<file path="src/rtl/serial_mult_pkg.sv">
// Shared types and constants for the serial shift-add multiplier.
//   DEFAULT_WIDTH : default operand width in bits
//   state_t       : controller states IDLE / BUSY / DONE
package serial_mult_pkg;

    localparam int unsigned DEFAULT_WIDTH = 4;

    typedef enum logic [1:0] {
        IDLE = 2'd0,
        BUSY = 2'd1,
        DONE = 2'd2
    } state_t;

endpackage

</file>
<file path="src/rtl/serial_multiplier_if.sv">
// Request/result bundle of the serial multiplier.
//   Enable       : start request (master -> slave)
//   multiplicant : unsigned multiplicand, WIDTH bits (master -> slave)
//   multiplier   : unsigned multiplier, WIDTH bits (master -> slave)
//   product      : registered result, 2*WIDTH bits (slave -> master)
//   done         : high while product holds a completed result (slave -> master)
//   busy         : high while an operation runs; present only with SERIAL_MULT_BUSY_EN
interface serial_multiplier_if #(
    parameter int unsigned WIDTH = serial_mult_pkg::DEFAULT_WIDTH
);

    logic                 Enable;
    logic [WIDTH-1:0]     multiplicant;
    logic [WIDTH-1:0]     multiplier;
    logic [2*WIDTH-1:0]   product;
    logic                 done;
`ifdef SERIAL_MULT_BUSY_EN
    logic                 busy;

    modport master (
        output Enable, multiplicant, multiplier,
        input  product, done, busy
    );

    modport slave (
        input  Enable, multiplicant, multiplier,
        output product, done, busy
    );
`else
    modport master (
        output Enable, multiplicant, multiplier,
        input  product, done
    );

    modport slave (
        input  Enable, multiplicant, multiplier,
        output product, done
    );
`endif

endinterface

</file>
<file path="src/rtl/serial_mult_dp.sv">
// Shift-add datapath: operand, accumulator and step-counter registers.
//   clk, reset   : clock, synchronous active-low reset
//   load         : capture operands, clear accumulator and counter
//   step         : perform one LSB-first shift-add step
//   multiplicant : multiplicand input, WIDTH bits
//   multiplier   : multiplier input, WIDTH bits
//   sum_c        : accumulator value after the current step (combinational)
//   last_c       : current step is the final one (combinational)
module serial_mult_dp
    import serial_mult_pkg::*;
#(
    parameter int unsigned WIDTH = DEFAULT_WIDTH
) (
    input  logic                 clk,
    input  logic                 reset,
    input  logic                 load,
    input  logic                 step,
    input  logic [WIDTH-1:0]     multiplicant,
    input  logic [WIDTH-1:0]     multiplier,
    output logic [2*WIDTH-1:0]   sum_c,
    output logic                 last_c
);

    localparam int unsigned PW    = 2 * WIDTH;
    localparam int unsigned CNT_W = $clog2(WIDTH);

    logic [PW-1:0]    mcand_q;
    logic [WIDTH-1:0] mplier_q;
    logic [PW-1:0]    acc_q;
    logic [CNT_W-1:0] cnt_q;

    // Multiplicand is pre-widened and shifted left each step, so bit i of the
    // original multiplier always meets multiplicant<<i.
    always_ff @(posedge clk) begin
        if (!reset) begin
            mcand_q  <= '0;
            mplier_q <= '0;
            acc_q    <= '0;
            cnt_q    <= '0;
        end else if (load) begin
            mcand_q  <= PW'(multiplicant);
            mplier_q <= multiplier;
            acc_q    <= '0;
            cnt_q    <= '0;
        end else if (step) begin
            acc_q    <= sum_c;
            mcand_q  <= {mcand_q[PW-2:0], 1'b0};
            mplier_q <= mplier_q >> 1;
            cnt_q    <= cnt_q + CNT_W'(1);
        end
    end

    // Next accumulator value and final-step detect.
    always_comb begin
        sum_c  = acc_q + (mplier_q[0] ? mcand_q : PW'(0));
        last_c = (cnt_q == CNT_W'(WIDTH - 1));
    end

endmodule

</file>
<file path="src/rtl/serial_multiplier.sv">
// Serial unsigned multiplier: one shift-add step per clock, WIDTH steps per
// product. Holds the controller FSM and the registered outputs.
//   clk   : clock, rising-edge active
//   reset : synchronous active-low reset
//   bus   : serial_multiplier_if slave (Enable, multiplicant, multiplier,
//           product, done, and busy when SERIAL_MULT_BUSY_EN is defined)
// Optional feature macro: SERIAL_MULT_BUSY_EN adds a registered busy output.
module serial_multiplier
    import serial_mult_pkg::*;
#(
    parameter int unsigned WIDTH = DEFAULT_WIDTH
) (
    input  logic                  clk,
    input  logic                  reset,
    serial_multiplier_if.slave    bus
);

    localparam int unsigned PW = 2 * WIDTH;

    state_t          state_q;
    logic [PW-1:0]   product_q;
    logic            done_q;
    logic            load_c;
    logic            step_c;
    logic [PW-1:0]   sum_c;
    logic            last_c;
`ifdef SERIAL_MULT_BUSY_EN
    logic            busy_q;
`endif

    // A start is accepted only outside BUSY; BUSY drives one step per cycle.
    always_comb begin
        load_c = (state_q != BUSY) && bus.Enable;
        step_c = (state_q == BUSY);
    end

    serial_mult_dp #(
        .WIDTH (WIDTH)
    ) u_dp (
        .clk          (clk),
        .reset        (reset),
        .load         (load_c),
        .step         (step_c),
        .multiplicant (bus.multiplicant),
        .multiplier   (bus.multiplier),
        .sum_c        (sum_c),
        .last_c       (last_c)
    );

    // Controller and output registers; product only updates on the final step.
    always_ff @(posedge clk) begin
        if (!reset) begin
            state_q   <= IDLE;
            product_q <= '0;
            done_q    <= 1'b0;
`ifdef SERIAL_MULT_BUSY_EN
            busy_q    <= 1'b0;
`endif
        end else begin
            case (state_q)
                IDLE, DONE: begin
                    if (bus.Enable) begin
                        state_q <= BUSY;
                        done_q  <= 1'b0;
`ifdef SERIAL_MULT_BUSY_EN
                        busy_q  <= 1'b1;
`endif
                    end
                end
                BUSY: begin
                    if (last_c) begin
                        state_q   <= DONE;
                        product_q <= sum_c;
                        done_q    <= 1'b1;
`ifdef SERIAL_MULT_BUSY_EN
                        busy_q    <= 1'b0;
`endif
                    end
                end
                default: begin
                    state_q <= IDLE;
                    done_q  <= 1'b0;
`ifdef SERIAL_MULT_BUSY_EN
                    busy_q  <= 1'b0;
`endif
                end
            endcase
        end
    end

    assign bus.product = product_q;
    assign bus.done    = done_q;
`ifdef SERIAL_MULT_BUSY_EN
    assign bus.busy    = busy_q;
`endif

endmodule

</file>
<file path="src/flat_wrapper.sv">
// flat-port wrapper written by rule: the top's interface ports become plain ports
module serial_multiplier_flat import serial_mult_pkg::*;
#(
    parameter int unsigned WIDTH = DEFAULT_WIDTH
)
  (clk, reset, bus_Enable, bus_multiplicant, bus_multiplier, bus_product, bus_done);
  serial_multiplier_if #(.WIDTH(WIDTH)) bus_i ();
  input  logic clk;
  input  logic reset;
  input wire logic [$bits(bus_i.Enable)-1:0] bus_Enable;
  input wire logic [$bits(bus_i.multiplicant)-1:0] bus_multiplicant;
  input wire logic [$bits(bus_i.multiplier)-1:0] bus_multiplier;
  output wire logic [$bits(bus_i.product)-1:0] bus_product;
  output wire logic [$bits(bus_i.done)-1:0] bus_done;
  assign bus_i.Enable = bus_Enable;
  assign bus_i.multiplicant = bus_multiplicant;
  assign bus_i.multiplier = bus_multiplier;
  assign bus_product = bus_i.product;
  assign bus_done = bus_i.done;
  serial_multiplier #(.WIDTH(WIDTH)) u_core (.clk(clk), .reset(reset), .bus(bus_i));
endmodule
</file>
<file path="config.mk">
export PLATFORM = sky130hd
export DESIGN_NAME = serial_multiplier_flat
export DESIGN_NICKNAME = d
export VERILOG_FILES = /design/src/rtl/serial_mult_pkg.sv /design/src/rtl/serial_multiplier_if.sv /design/src/rtl/serial_mult_dp.sv /design/src/rtl/serial_multiplier.sv /design/src/flat_wrapper.sv
export SDC_FILE = /design/constraint.sdc
export NUM_CORES = 1
export LEC_CHECK = 0
export ABC_CLOCK_PERIOD_IN_PS = 3950
export BUFFER_PORTS_ARGS = -buffer_cell sky130_fd_sc_hd__buf_2
export CAP_MARGIN = 20
export CORE_MARGIN = 1
export CORE_UTILIZATION = 46
export CTS_BUF_LIST = sky130_fd_sc_hd__clkbuf_16
export DETAILED_ROUTE_END_ITERATION = 7
export PLACE_DENSITY = 0.66
export SYNTH_ARGS = -nofsm -noshare
export SYNTH_HDL_FRONTEND = slang
export SYNTH_SLANG_ARGS = --single-unit
</file>
<file path="constraint.sdc">
create_clock -name clk -period 3.95 [get_ports clk]
set_input_delay 0.395 -clock clk [delete_from_list [all_inputs] [get_ports clk]]
set_output_delay 0.395 -clock clk [all_outputs]
set_load 0.1 [all_outputs]
</file>
==> summary.txt, run 1 <==
Synthesis
  • Prevailing post-synth register cell: dfxtp_1
  • Post-synth cell types: 36
  • Area of the mapped netlist: approximately 0.0016 sq mm
  • Synth Register Bits: 32
  • Async SR Flop Fraction: 0
  • Mapped Nets: 195
  • Synth Instances: 175
  • Syn_area_per_cell: about 9.2 sq um
  • Number of synthesized flops with an enable pin: 0
  • Register area share after synthesis: 0.400
  • Synthesis Warnings: 0

Cells and area
  • Final Cell Area: approximately 0.0018 sq mm
  • # nets final: ~210
  • Antenna Diode Count: 0
  • Reg area: 641 sq um
  • Most frequent cells in the layout: 38 x nand2_1, 32 x dfxtp_1, 19 x buf_2
  • Layout cells sized above 1: 0.161
  • Area of the multi-input gates: 892 sq um
  • P&R area growth vs syn: 14.4%
  • Fillcell total: 319
  • Commonest non-fill, non-tap cell in the layout: nand2_1

STA
  • Fmax: 0.471 GHz
  • RSZ-0062 raised after global routing: false
  • Fin crit share: 0.538
  • Post-Route Skew: 0.00498 ns
  • Worst Setup Slack, final: 1.83 ns
  • Setup total negative slack: 0 ns
  • Final hold violations: 0
  • Crit path time final: 2.12 ns
  • Final setup vio count: 0
  • Worst slew pin tran: approximately 0.85 ns
  • Final Slew Violations: 0
  • Slew margin rel.: 0.430

Power
  • P_leak: 0.842 nW
  • P_int: about 0.59 mW
  • Clk pwr share: 0.464
  • Sequential Power Share: 0.454
  • Logic gate share of total power: 0.082
  • Switching Fraction: 0.224
  • Switching pwr: approximately 0.17 mW
  • PwrDens: 412 mW/mm^2
  • Peak VDD IR: 0.225 mV

Global routing
  • Initial antenna violation count: 0
  • Vias in the first global route: 1191
  • Global route overflow: 0
  • Largest net degree at the start of global routing: 27
  • First-pass GRT wire length: between 5000 and 6000 microns
  • Tot GR Track Use: 0.202

Place
  • Dpl hpwl: 2310 microns
  • Number of I/O port buffers: 19
  • Placed cell area: 0.00170 sq mm
  • Gpl congestion: 0.859
  • DP Worst Slack: 1.84 ns

Clocking
  • Clk pin slew, worst setup/hold paths: 0.05 ns
  • Worst-case clock buffer depth: 2
  • Post-CTS Setup Inserts: 0
  • Clock latency on the worst-skew pair: 0.27 ns
  • CTS tree: done
  • # hold bufs at CTS: 0
  • Clock Sinks: 32
  • CTS root buffer: clkbuf_16
  • CTS Buf Count: 5
  • Post-CTS resize count: 0
  • H-tree levels: 2

Worst setup path
  • Required time of the critical path: 4.11 ns
  • Worst R2R Path Depth: 8
  • Crit-path max cell delay: 0.43 ns
  • CP Capture Type: register
  • Slowest stage cell, crit path: fa_1
  • Critical path cell sequence: and2_1, ha_1, fa_1, a211oi_1, o21bai_1, a21oi_1, xnor2_1, a31o_1
  • Stages on worst setup path: 8
  • CP arrival: between 2 and 2.5 ns
  • Crit Path Category: register to register
  • Buf/Inv on CP: 0
  • Critical path peak fanout: 9
  • CP delay by family, top: compound AO/OA/AOI/OAI gates
  • Nature of the critical path startpoint: register

Drt
  • DR iter-0 viols: between 40 and 50
  • Via count: 1270
  • Avg WL per Cell: 13.4 microns
  • ANT nets after route: 0
  • Avg Vias per Cell: ~5.3
  • DR pass1 iterations: 4
  • Routed Wire Length: approximately 3200 microns
  • DR DRC count: 0

Die
  • Core Footprint: 0.00334 sq mm
  • Initial Util: 0.480
  • IO Pins: 20
  • Die width: just over 60 microns
  • Vert. Die Dim: around 61 microns
  • Row count: 21
  • DIE AREA: between 0.003 and 0.004 sq mm

Hold path
  • Hold crit path type: input pin to register
  • WHS Path Cells: 3

Run status
  • Status: complete, no violations

Run
  • MaxCap Viol Count: 0
through the flow:
step / power (mW) / utilization / std cells / hold WS, ns
floorplan: 0.398 / - / 175 / 0.436
global placement: 0.408 / 0.508 / 231 / 0.444
detailed placement: 0.411 / 0.508 / 231 / 0.455
CTS: 0.761 / 0.549 / 239 / 0.378
global route: 0.789 / 0.549 / 239 / 0.404
finish: 0.754 / 0.549 / 239 / 0.375
registers in the layout (all words and copies together), names as in the netlist:
name and cells:
u_core.u_dp.cnt_q 2, u_core.u_dp.mcand_q 8, u_core.u_dp.acc_q 8, u_core.state_q 1, u_core.u_dp.mplier_q 4, u_core.bus.product 8
u_core.bus.done 1
power groups by stage:
stage               Clock, mW  Combinational, mW  Sequential [mW]
floorplan                   0             0.0512            0.346
global placement            0             0.0598            0.348
detailed placement          0             0.0619            0.349
CTS                     0.356             0.0624            0.342
global route            0.377             0.0689            0.344
finish                  0.350             0.0621            0.342
routing by layer:
layer  global-route usage  part of all wire  vias up  wire length [microns]
met3               0.0630             0.040        8                    129
met2                0.329              0.48       31                   1520
met5                    0                 0        -                      0
li1                     -                 -      638                      -
met1                0.248              0.46      593                   1480
met4               0.0812             0.017        0                     55
layout make-up:
class,instances,area share
clock buffers,5,0.0683
clock inverters,3,0.00614
inverters,1,0.00205
multi-input cells,132,0.487
flip-flops and latches,32,0.349
well taps,46,0.0314
repair buffers,20,0.0560
worst reg2reg max path: cells and delay by family, from the launching register on:
kind | cells | cell delay (ns)
fa+ha+maj | 2 | 0.63
simple gates | 1 | 0.16
compound gates | 4 | 0.75
flops | 1 | 0.36
xor+xnor | 1 | 0.10
cells in the mapped netlist, types with 2 or more instances:
| library cell | n | area, sq um |
|---|---|---|
| a211oi_1 | 2 | 15.0 |
| a31o_1 | 3 | 26.3 |
| o21a_1 | 2 | 15.0 |
| xnor2_1 | 7 | 61.3 |
| a21boi_0 | 3 | 22.5 |
| ha_1 | 8 | 100 |
| buf_4 | 2 | 15.0 |
| nor2_1 | 6 | 22.5 |
| o211a_1 | 7 | 70.1 |
| dfxtp_1 | 32 | 641 |
| and2_1 | 8 | 50.1 |
| buf_2 | 5 | 25.0 |
| and3_1 | 2 | 12.5 |
| buf_6 | 2 | 22.5 |
| nand2_1 | 38 | 143 |
| a21o_1 | 2 | 15.0 |
| mux2i_1 | 11 | 110 |
| a21oi_1 | 14 | 70.1 |
| o21ai_0 | 4 | 20.0 |
final timing paths:
| check | from | endpoint | slack [ns] |
|---|---|---|---|
| setup / recovery | u_core.u_dp.mplier_q[0]$_SDFFE_PN0P_ | u_core.u_dp.acc_q[6]$_SDFFE_PP0P_ | 1.83 |
| hold / removal | bus_multiplicant[0] | u_core.u_dp.mcand_q[0]$_SDFFE_PN0P_ | 0.38 |
| setup reg to reg | u_core.u_dp.mplier_q[0]$_SDFFE_PN0P_ | u_core.u_dp.acc_q[6]$_SDFFE_PP0P_ | 1.83 |
| hold reg to reg | u_core.bus.product[4]$_SDFFE_PN0P_ | u_core.bus.product[4]$_SDFFE_PN0P_ | 0.46 |
kinds of logic after synthesis:
kind of cell,count (synthesis),share of synthesized area
and+or+nand+nor,62,0.183
DFF,32,0.400
xor gates and xnor gates,7,0.0383
buffers and inverters,11,0.0437
adders and majority gates,9,0.0749
AOI/OAI and AO/OA,43,0.191
muxes,11,0.0687
Note: power is estimated with default switching activity, not from simulation.
==> run 2, diff against run 1 <==
ABC_CLOCK_PERIOD_IN_PS = 2190   (was 3950)
clock period = 2.19 ns   (was 3.95 ns; I/O delays follow)
==> run 2 against run 1 <==
Wire length fell by 2.9%. Power grew 79%. Sequential power is 81% higher. Sequential share of layout area shrank 0.14 points. Combinational power rose by 84%. Global-route usage down 0.72 points. Core utilization rose by 0.23 points. Clock-buffer cell count did not move.
==> summary.txt, run 2 (synthesized netlist as in run 1, its figures left out) <==
Worst setup path
  • Critical path cell sequence: and2_1, ha_1, fa_2, a211oi_1, o21bai_1, a21oi_1, xnor2_1, a31o_1
  • Nature of the critical path startpoint: register
  • Crit-path max cell delay: 0.37 ns (-0.06 ns)
  • CP Capture Type: register
  • FF-to-FF Start: u_core.u_dp.mplier_q[0]$_SDFFE_PN0P_
  • Crit Path Category: register to register
  • R2R Setup Slk: 0.11 ns (-1.72 ns)
  • Buf/Inv on CP: 0 (unchanged)
  • Critical path peak fanout: 9 (unchanged)
  • Slowest stage cell, crit path: fa_2
  • CP delay by family, top: compound AO/OA/AOI/OAI gates
  • Worst R2R Path Depth: 8 (unchanged)
  • End of the worst register-to-register path: u_core.u_dp.acc_q[6]$_SDFFE_PP0P_
  • Stages on worst setup path: 8 (unchanged)
  • Required time of the critical path: 2.35 ns (-1.76 ns)
  • CP arrival: 2.24 ns (-0.05 ns)

STA
  • Worst slew pin tran: 0.818 ns (-0.0365 ns)
  • Post-Route Skew: 0.00412 ns (-0.000866 ns)
  • Fmax: 0.480 GHz (+1.9%)
  • Worst Setup Slack, final: 0.106 ns (-1.72 ns)
  • Hold WS: 0.202 ns (-0.173 ns)
  • Crit path time final: 2.08 ns (-0.0404 ns)
  • RSZ-0062 raised after global routing: false
  • Final setup vio count: 0 (unchanged)
  • Final hold violations: 0 (unchanged)
  • Final Slew Violations: 0 (unchanged)
  • Fin crit share: 0.952 (+0.414)
  • Setup total negative slack: 0 ns (unchanged)
  • Slew margin rel.: 0.455 (+0.0243)

Clocking
  • Worst-case clock buffer depth: 2 (unchanged)
  • Clock Sinks: 32 (unchanged)
  • Post-CTS Setup Inserts: 0 (unchanged)
  • Clk pin slew, worst setup/hold paths: 0.05 ns (about the same)
  • # hold bufs at CTS: 0 (unchanged)
  • CTS tree: done
  • CTS root buffer: clkbuf_16
  • H-tree levels: 2 (unchanged)
  • Clock latency on the worst-skew pair: 0.27 ns (about the same)
  • CTS Buf Count: 5 (unchanged)

Global routing
  • Global route overflow: 0 (unchanged)
  • Tot GR Track Use: 0.195 (-0.00715)
  • Vias in the first global route: 1165 (-2.2%)
  • Initial antenna violation count: 0 (unchanged)
  • Largest net degree at the start of global routing: 27 (unchanged)
  • First-pass GRT wire length: 5210 microns (-4.3%)

Die
  • IO Pins: 20 (unchanged)
  • Core Footprint: 0.00334 sq mm (unchanged)
  • Vert. Die Dim: 61.0 microns (unchanged)
  • Row count: 21 (unchanged)
  • Die width: 61.0 microns (unchanged)
  • DIE AREA: 0.00372 sq mm (unchanged)
  • Initial Util: 0.480 (unchanged)

Cells and area
  • Commonest non-fill, non-tap cell in the layout: nand2_1
  • Post-route non-filler standard cell count: 239 (unchanged)
  • Antenna Diode Count: 0 (unchanged)
  • P&R area growth vs syn: 14.8%
  • Final Cell Area: 0.00184 sq mm (+0.41%)
  • Layout cells sized above 1: 0.176 (+0.0155)
  • # nets final: 213 (+0.47%)
  • Most frequent cells in the layout: 38 x nand2_1, 32 x dfxtp_1, 19 x buf_2
  • Final core utilization: 0.552 (+0.00225)

Hold path
  • Worst min-delay path startpoint: bus_multiplier[3]
  • Hold crit path type: input pin to register
  • Hold Crit Endpoint: u_core.u_dp.mplier_q[3]$_SDFFE_PN0P_
  • WHS Path Cells: 3 (unchanged)

Place
  • Dpl hpwl: 2280 microns (-1.3%)
  • Placed cell count: 232 (+0.43%)
  • Number of I/O port buffers: 19 (unchanged)
  • Placed cell area: 0.00170 sq mm (+0.44%)
  • Gpl congestion: 0.854 (-0.59%)
  • DP Worst Slack: 0.0746 ns (-1.76 ns)

Run
  • MaxCap Viol Count: 0 (unchanged)

Power
  • Peak VDD IR: 0.533 mV (+140%)
  • Power, Total: 1.35 mW (+79%)
  • PwrDens: 736 mW/mm^2 (+79%)
  • P_leak: 0.842 nW (about the same)

Drt
  • DR pass1 iterations: 4 (unchanged)
  • DR DRC count: 0 (unchanged)
  • DR iter-0 viols: 40 (-18%)
  • Avg WL per Cell: 13.0 microns (-2.9%)
  • Via count: 1219 (-4.0%)
  • ANT nets after route: 0 (unchanged)
  • Avg Vias per Cell: 5.10 (-4.0%)
  • Routed Wire Length: 3100 microns (-2.9%)

Run status
  • Status: complete, no violations
## run 2: tightest hold or removal path, stage by stage
cell and delay (ns):
buf_2 0.08, mux2i_1 0.06, nor2_1 0.08
## run 2: what timing repair did
item / in CTS / in global routing
endpoints found under the setup margin: 0 / 2
endpoints found under the hold margin: 0 / 0
gates resized for setup: 0 / 1
## run 2: per-layer routing
layer	share of wire	routed length (microns)	track usage	vias to the layer above
met5	0	0	0	-
met4	0.023	72	0.107	0
met3	0.028	88	0.0399	8
met2	0.47	1440	0.326	20
met1	0.48	1490	0.233	554
li1	-	-	-	637
## run 2: power by group
part / total, mW / internal [mW] / switching [mW]
clock: 0.622 / 0.406 / 0.216
sequential: 0.618 / 0.603 / 0.0148
combinational: 0.114 / 0.0480 / 0.0657
## run 2: layout make-up
type                            instances  area [sq um]
Fill cell                             326          1500
Multi-Input combinational cell        132           895
Sequential cell                        32           641
Clock buffer                            5           125
Timing Repair Buffer                   21           110
Tap cell                               46          57.6
Clock inverter                          2          8.76
Inverter                                1          3.75
## run 2: how the worst max path moves through the flow
stage / from / to / slack [ns]
floorplan: u_core.u_dp.mplier_q[0]$_SDFFE_PN0P_ / u_core.u_dp.acc_q[6]$_SDFFE_PP0P_ / 0.22
global placement: u_core.u_dp.mplier_q[0]$_SDFFE_PN0P_ / u_core.bus.product[6]$_SDFFE_PN0P_ / 0.11
detailed placement: u_core.u_dp.mplier_q[0]$_SDFFE_PN0P_ / u_core.u_dp.acc_q[6]$_SDFFE_PP0P_ / 0.07
CTS: u_core.u_dp.mplier_q[0]$_SDFFE_PN0P_ / u_core.u_dp.acc_q[6]$_SDFFE_PP0P_ / 0.05
global route: u_core.u_dp.mplier_q[0]$_SDFFE_PN0P_ / u_core.u_dp.acc_q[6]$_SDFFE_PP0P_ / 0.04
finish: u_core.u_dp.mplier_q[0]$_SDFFE_PN0P_ / u_core.u_dp.acc_q[6]$_SDFFE_PP0P_ / 0.11
==> run 3, diff against run 2 <==
ABC_AREA = 1   (was default)
CELL_PAD_IN_SITES_DETAIL_PLACEMENT = 0   (was default)
CELL_PAD_IN_SITES_GLOBAL_PLACEMENT = 2   (was default)
CORE_UTILIZATION = 32   (was 46)
PLACE_DENSITY = default   (was 0.66)
PLACE_DENSITY_LB_ADDON = 0.1   (was default)
==> run 3 against run 2 <==
Core utilization fell by 16 points. Critical path depth rose by 4. Non-clock buffer count fell by 1. Critical endpoint is now u_core.bus.product[6]$_SDFFE_PN0P_.
==> summary.txt, run 3 <==
Run status
  • Status: complete, no violations

Synthesis
  • Area of the mapped netlist: 0.00173 sq mm (+7.9%)
  • Most frequent cell after synthesis: nand2_1
  • Synth Instances: 245 (+40%)
  • Number of synthesized flops with an enable pin: 0 (unchanged)
  • Async SR Flop Fraction: 0 (unchanged)
  • Synth Register Bits: 32 (unchanged)
  • Prevailing post-synth register cell: dfxtp_1
  • Post-synth cell types: 25 (-31%)
  • Top cells by count, synth: 77 x nand2_1, 41 x inv_1, 32 x dfxtp_1, 22 x nand3_1, 17 x a21oi_1
  • Synth top area cells: dfxtp_1 37%, nand2_1 17%, inv_1 8.9%
  • Synthesis Warnings: 0 (unchanged)
  • Synth area leader: dfxtp_1
  • Syn_area_per_cell: 7.06 sq um (-23%)
  • Share of the synthesized area in the top cell type: 0.370 (-0.0292)
  • Register area share after synthesis: 0.370 (-0.0292)
  • Mapped Nets: 265 (+36%)

Worst setup path
  • Worst R2R Path Depth: 12 (+4)
  • Critical Path Sink: u_core.bus.product[6]$_SDFFE_PN0P_
  • Critical path peak fanout: 10 (+1)
  • Nature of the critical path startpoint: register
  • FF-to-FF Start: u_core.u_dp.mplier_q[0]$_SDFFE_PN0P_
  • End of the worst register-to-register path: u_core.bus.product[6]$_SDFFE_PN0P_
  • CP Capture Type: register
  • CP arrival: 2.05 ns (-0.19 ns)
  • R2R Setup Slk: 0.31 ns (+0.20 ns)
  • Crit Path Category: register to register
  • CP startpoint: u_core.u_dp.mplier_q[0]$_SDFFE_PN0P_
  • Required time of the critical path: 2.36 ns (about the same)

Global routing
  • Tot GR Track Use: 0.158 (-0.0369)
  • Vias in the first global route: 1491 (+28%)
  • First-pass GRT wire length: 6640 microns (+28%)
  • Global route overflow: 0 (unchanged)
  • Initial antenna violation count: 0 (unchanged)
  • Largest net degree at the start of global routing: 23 (-15%)

Power
  • P_leak: 1.07 nW (+27%)
  • Peak VDD IR: 0.300 mV (-44%)
  • PwrDens: 705 mW/mm^2 (-4.2%)

STA
  • Crit path time final: 1.88 ns (-0.202 ns)
  • Fmax: 0.531 GHz (+11%)
  • Post-Route Skew: 0.00582 ns (+0.00171 ns)
  • Worst Setup Slack, final: 0.307 ns (+0.202 ns)
  • Setup total negative slack: 0 ns (unchanged)
  • Fin crit share: 0.860 (-0.0921)
  • Final setup vio count: 0 (unchanged)
  • Slew margin rel.: 0.675 (+0.220)
  • Final hold violations: 0 (unchanged)
  • Worst slew pin tran: 0.491 ns (-0.327 ns)
  • Final Slew Violations: 0 (unchanged)
  • RSZ-0062 raised after global routing: false

Hold path
  • Hold crit path type: input pin to register

Cells and area
  • Antenna Diode Count: 0 (unchanged)
  • Most frequent cells in the layout: 77 x nand2_1, 41 x inv_1, 32 x dfxtp_1
  • Final Cell Area: 0.00200 sq mm (+8.6%)
  • # nets final: 284 (+33%)
  • Commonest non-fill, non-tap cell in the layout: nand2_1
  • Layout cells sized above 1: 0.140 (-0.0360)
  • Fillcell total: 595 (+83%)
  • Post-route non-filler standard cell count: 334 (+40%)
  • P&R area growth vs syn: 15.6%

Drt
  • DR iter-0 viols: 32 (-20%)
  • DR DRC count: 0 (unchanged)
  • Routed Wire Length: 3780 microns (+22%)
  • Via count: 1466 (+20%)
  • ANT nets after route: 0 (unchanged)
  • Avg WL per Cell: 11.3 microns (-13%)
  • Avg Vias per Cell: 4.39 (-14%)
  • DR pass1 iterations: 4 (unchanged)

Clocking
  • H-tree levels: 2 (unchanged)
  • CTS Buf Count: 5 (unchanged)
  • # hold bufs at CTS: 0 (unchanged)
  • Clock Sinks: 32 (unchanged)
  • Post-CTS Setup Inserts: 0 (unchanged)
  • Clk pin slew, worst setup/hold paths: 0.06 ns (about the same)
  • Clock latency on the worst-skew pair: 0.27 ns (about the same)
  • CTS root buffer: clkbuf_16
  • CTS tree: done
  • Post-CTS resize count: 0 (unchanged)
  • Worst-case clock buffer depth: 2 (unchanged)

Place
  • Placed cell count: 327 (+41%)
  • Placed cell area: 0.00186 sq mm (+9.3%)
  • Gpl congestion: 0.703 (-18%)
  • DP Worst Slack: 0.326 ns (+0.251 ns)
  • Number of I/O port buffers: 19 (unchanged)
  • Dpl hpwl: 2690 microns (+18%)

Run
  • MaxCap Viol Count: 0 (unchanged)

Die
  • Die width: 75.5 microns (+24%)
  • IO Pins: 20 (unchanged)
  • Initial Util: 0.336 (-0.144)
  • Vert. Die Dim: 75.5 microns (+24%)
  • DIE AREA: 0.00570 sq mm (+53%)
  • Row count: 26 (+24%)
  • Core Footprint: 0.00514 sq mm (+54%)
## run 3: changes by cell type in the layout (fill, tap and decap cells not counted), sizes merged, moves of 3 or more
cell	change
o211ai	+8
nand3	+21
a211oi	-3
mux2i	-11
nor2	+6
nand2	+42
and2	-9
inv	+42
xnor2	-7
a21boi	-3
o211a	-7
a31o	-3
o21ai	-4
## run 3: area by class of cell
cell class                      instances  area (sq um)  share of cell area
Clock inverter                          2          12.5             0.00626
Tap cell                               70          87.6              0.0438
Clock buffer                            5           125              0.0626
Timing Repair Buffer                   20           103              0.0513
Sequential cell                        32           641               0.320
Multi-Input combinational cell        160           843               0.422
Inverter                               45           188              0.0939
## run 3: how the worst min path moves through the flow
stage,from,to,cells past startpoint
5_1_grt,bus_multiplier[3],u_core.u_dp.mplier_q[3]$_SDFFE_PN0P_,3
2_1_floorplan,bus_multiplicant[0],u_core.u_dp.mcand_q[0]$_SDFFE_PN0P_,2
6_report,bus_multiplicant[0],u_core.u_dp.mcand_q[0]$_SDFFE_PN0P_,3
4_1_cts,bus_multiplicant[0],u_core.u_dp.mcand_q[0]$_SDFFE_PN0P_,3
3_5_place_dp,u_core.bus.product[0]$_SDFFE_PN0P_,u_core.bus.product[0]$_SDFFE_PN0P_,2
3_3_place_gp,u_core.bus.product[1]$_SDFFE_PN0P_,u_core.bus.product[1]$_SDFFE_PN0P_,2
## run 3: kinds of logic (layout without fill, tap and decap cells)
kind of cell / count (synthesis) / after routing / share of synthesized area
AO/OA/AOI/OAI: 31 / 31 / 0.107
buffers and inverters: 53 / 72 / 0.142
adder cells (fa/ha/maj): 9 / 9 / 0.0695
AND/OR/NAND/NOR: 118 / 118 / 0.301
XOR/XNOR: 2 / 2 / 0.0101
flip-flops: 32 / 32 / 0.370
## run 3: per-stage QoR
stage / total power, mW / util / hold slack, ns
finish: 1.41 / 0.389 / 0.185
global route: 1.47 / 0.389 / 0.204
CTS: 1.43 / 0.389 / 0.178
detailed placement: 0.759 / 0.362 / 0.453
global placement: 0.761 / 0.362 / 0.453
floorplan: 0.730 / - / 0.362
## run 3: power by group
part | internal (mW) | switching (mW) | leakage (nW)
sequential | 0.601 | 0.0133 | 0.260
clock | 0.412 | 0.252 | 0.0657
combinational | 0.0468 | 0.0842 | 0.740
## run 3: worst max-delay path: stages (launching register included)
cell and delay [ns]:
dfxtp_1 0.41, nand2_1 0.11, inv_1 0.05, ha_1 0.21, fa_1 0.42, nand2_1 0.09
nand2_1 0.09, nand3b_1 0.12, nand2_1 0.06, nand2_1 0.07, nand3_1 0.07, nand2_1 0.07
inv_1 0.03
## run 3: layer usage
metal  part of all wire  vias up  global-route usage  routed length, microns
met3              0.035        4              0.0437                     132
met1               0.50      640               0.203                    1900
li1                   -      802                   -                       -
met2               0.44       20               0.248                    1680
met4              0.018        0              0.0679                      68
met5                  0        -                   0                       0
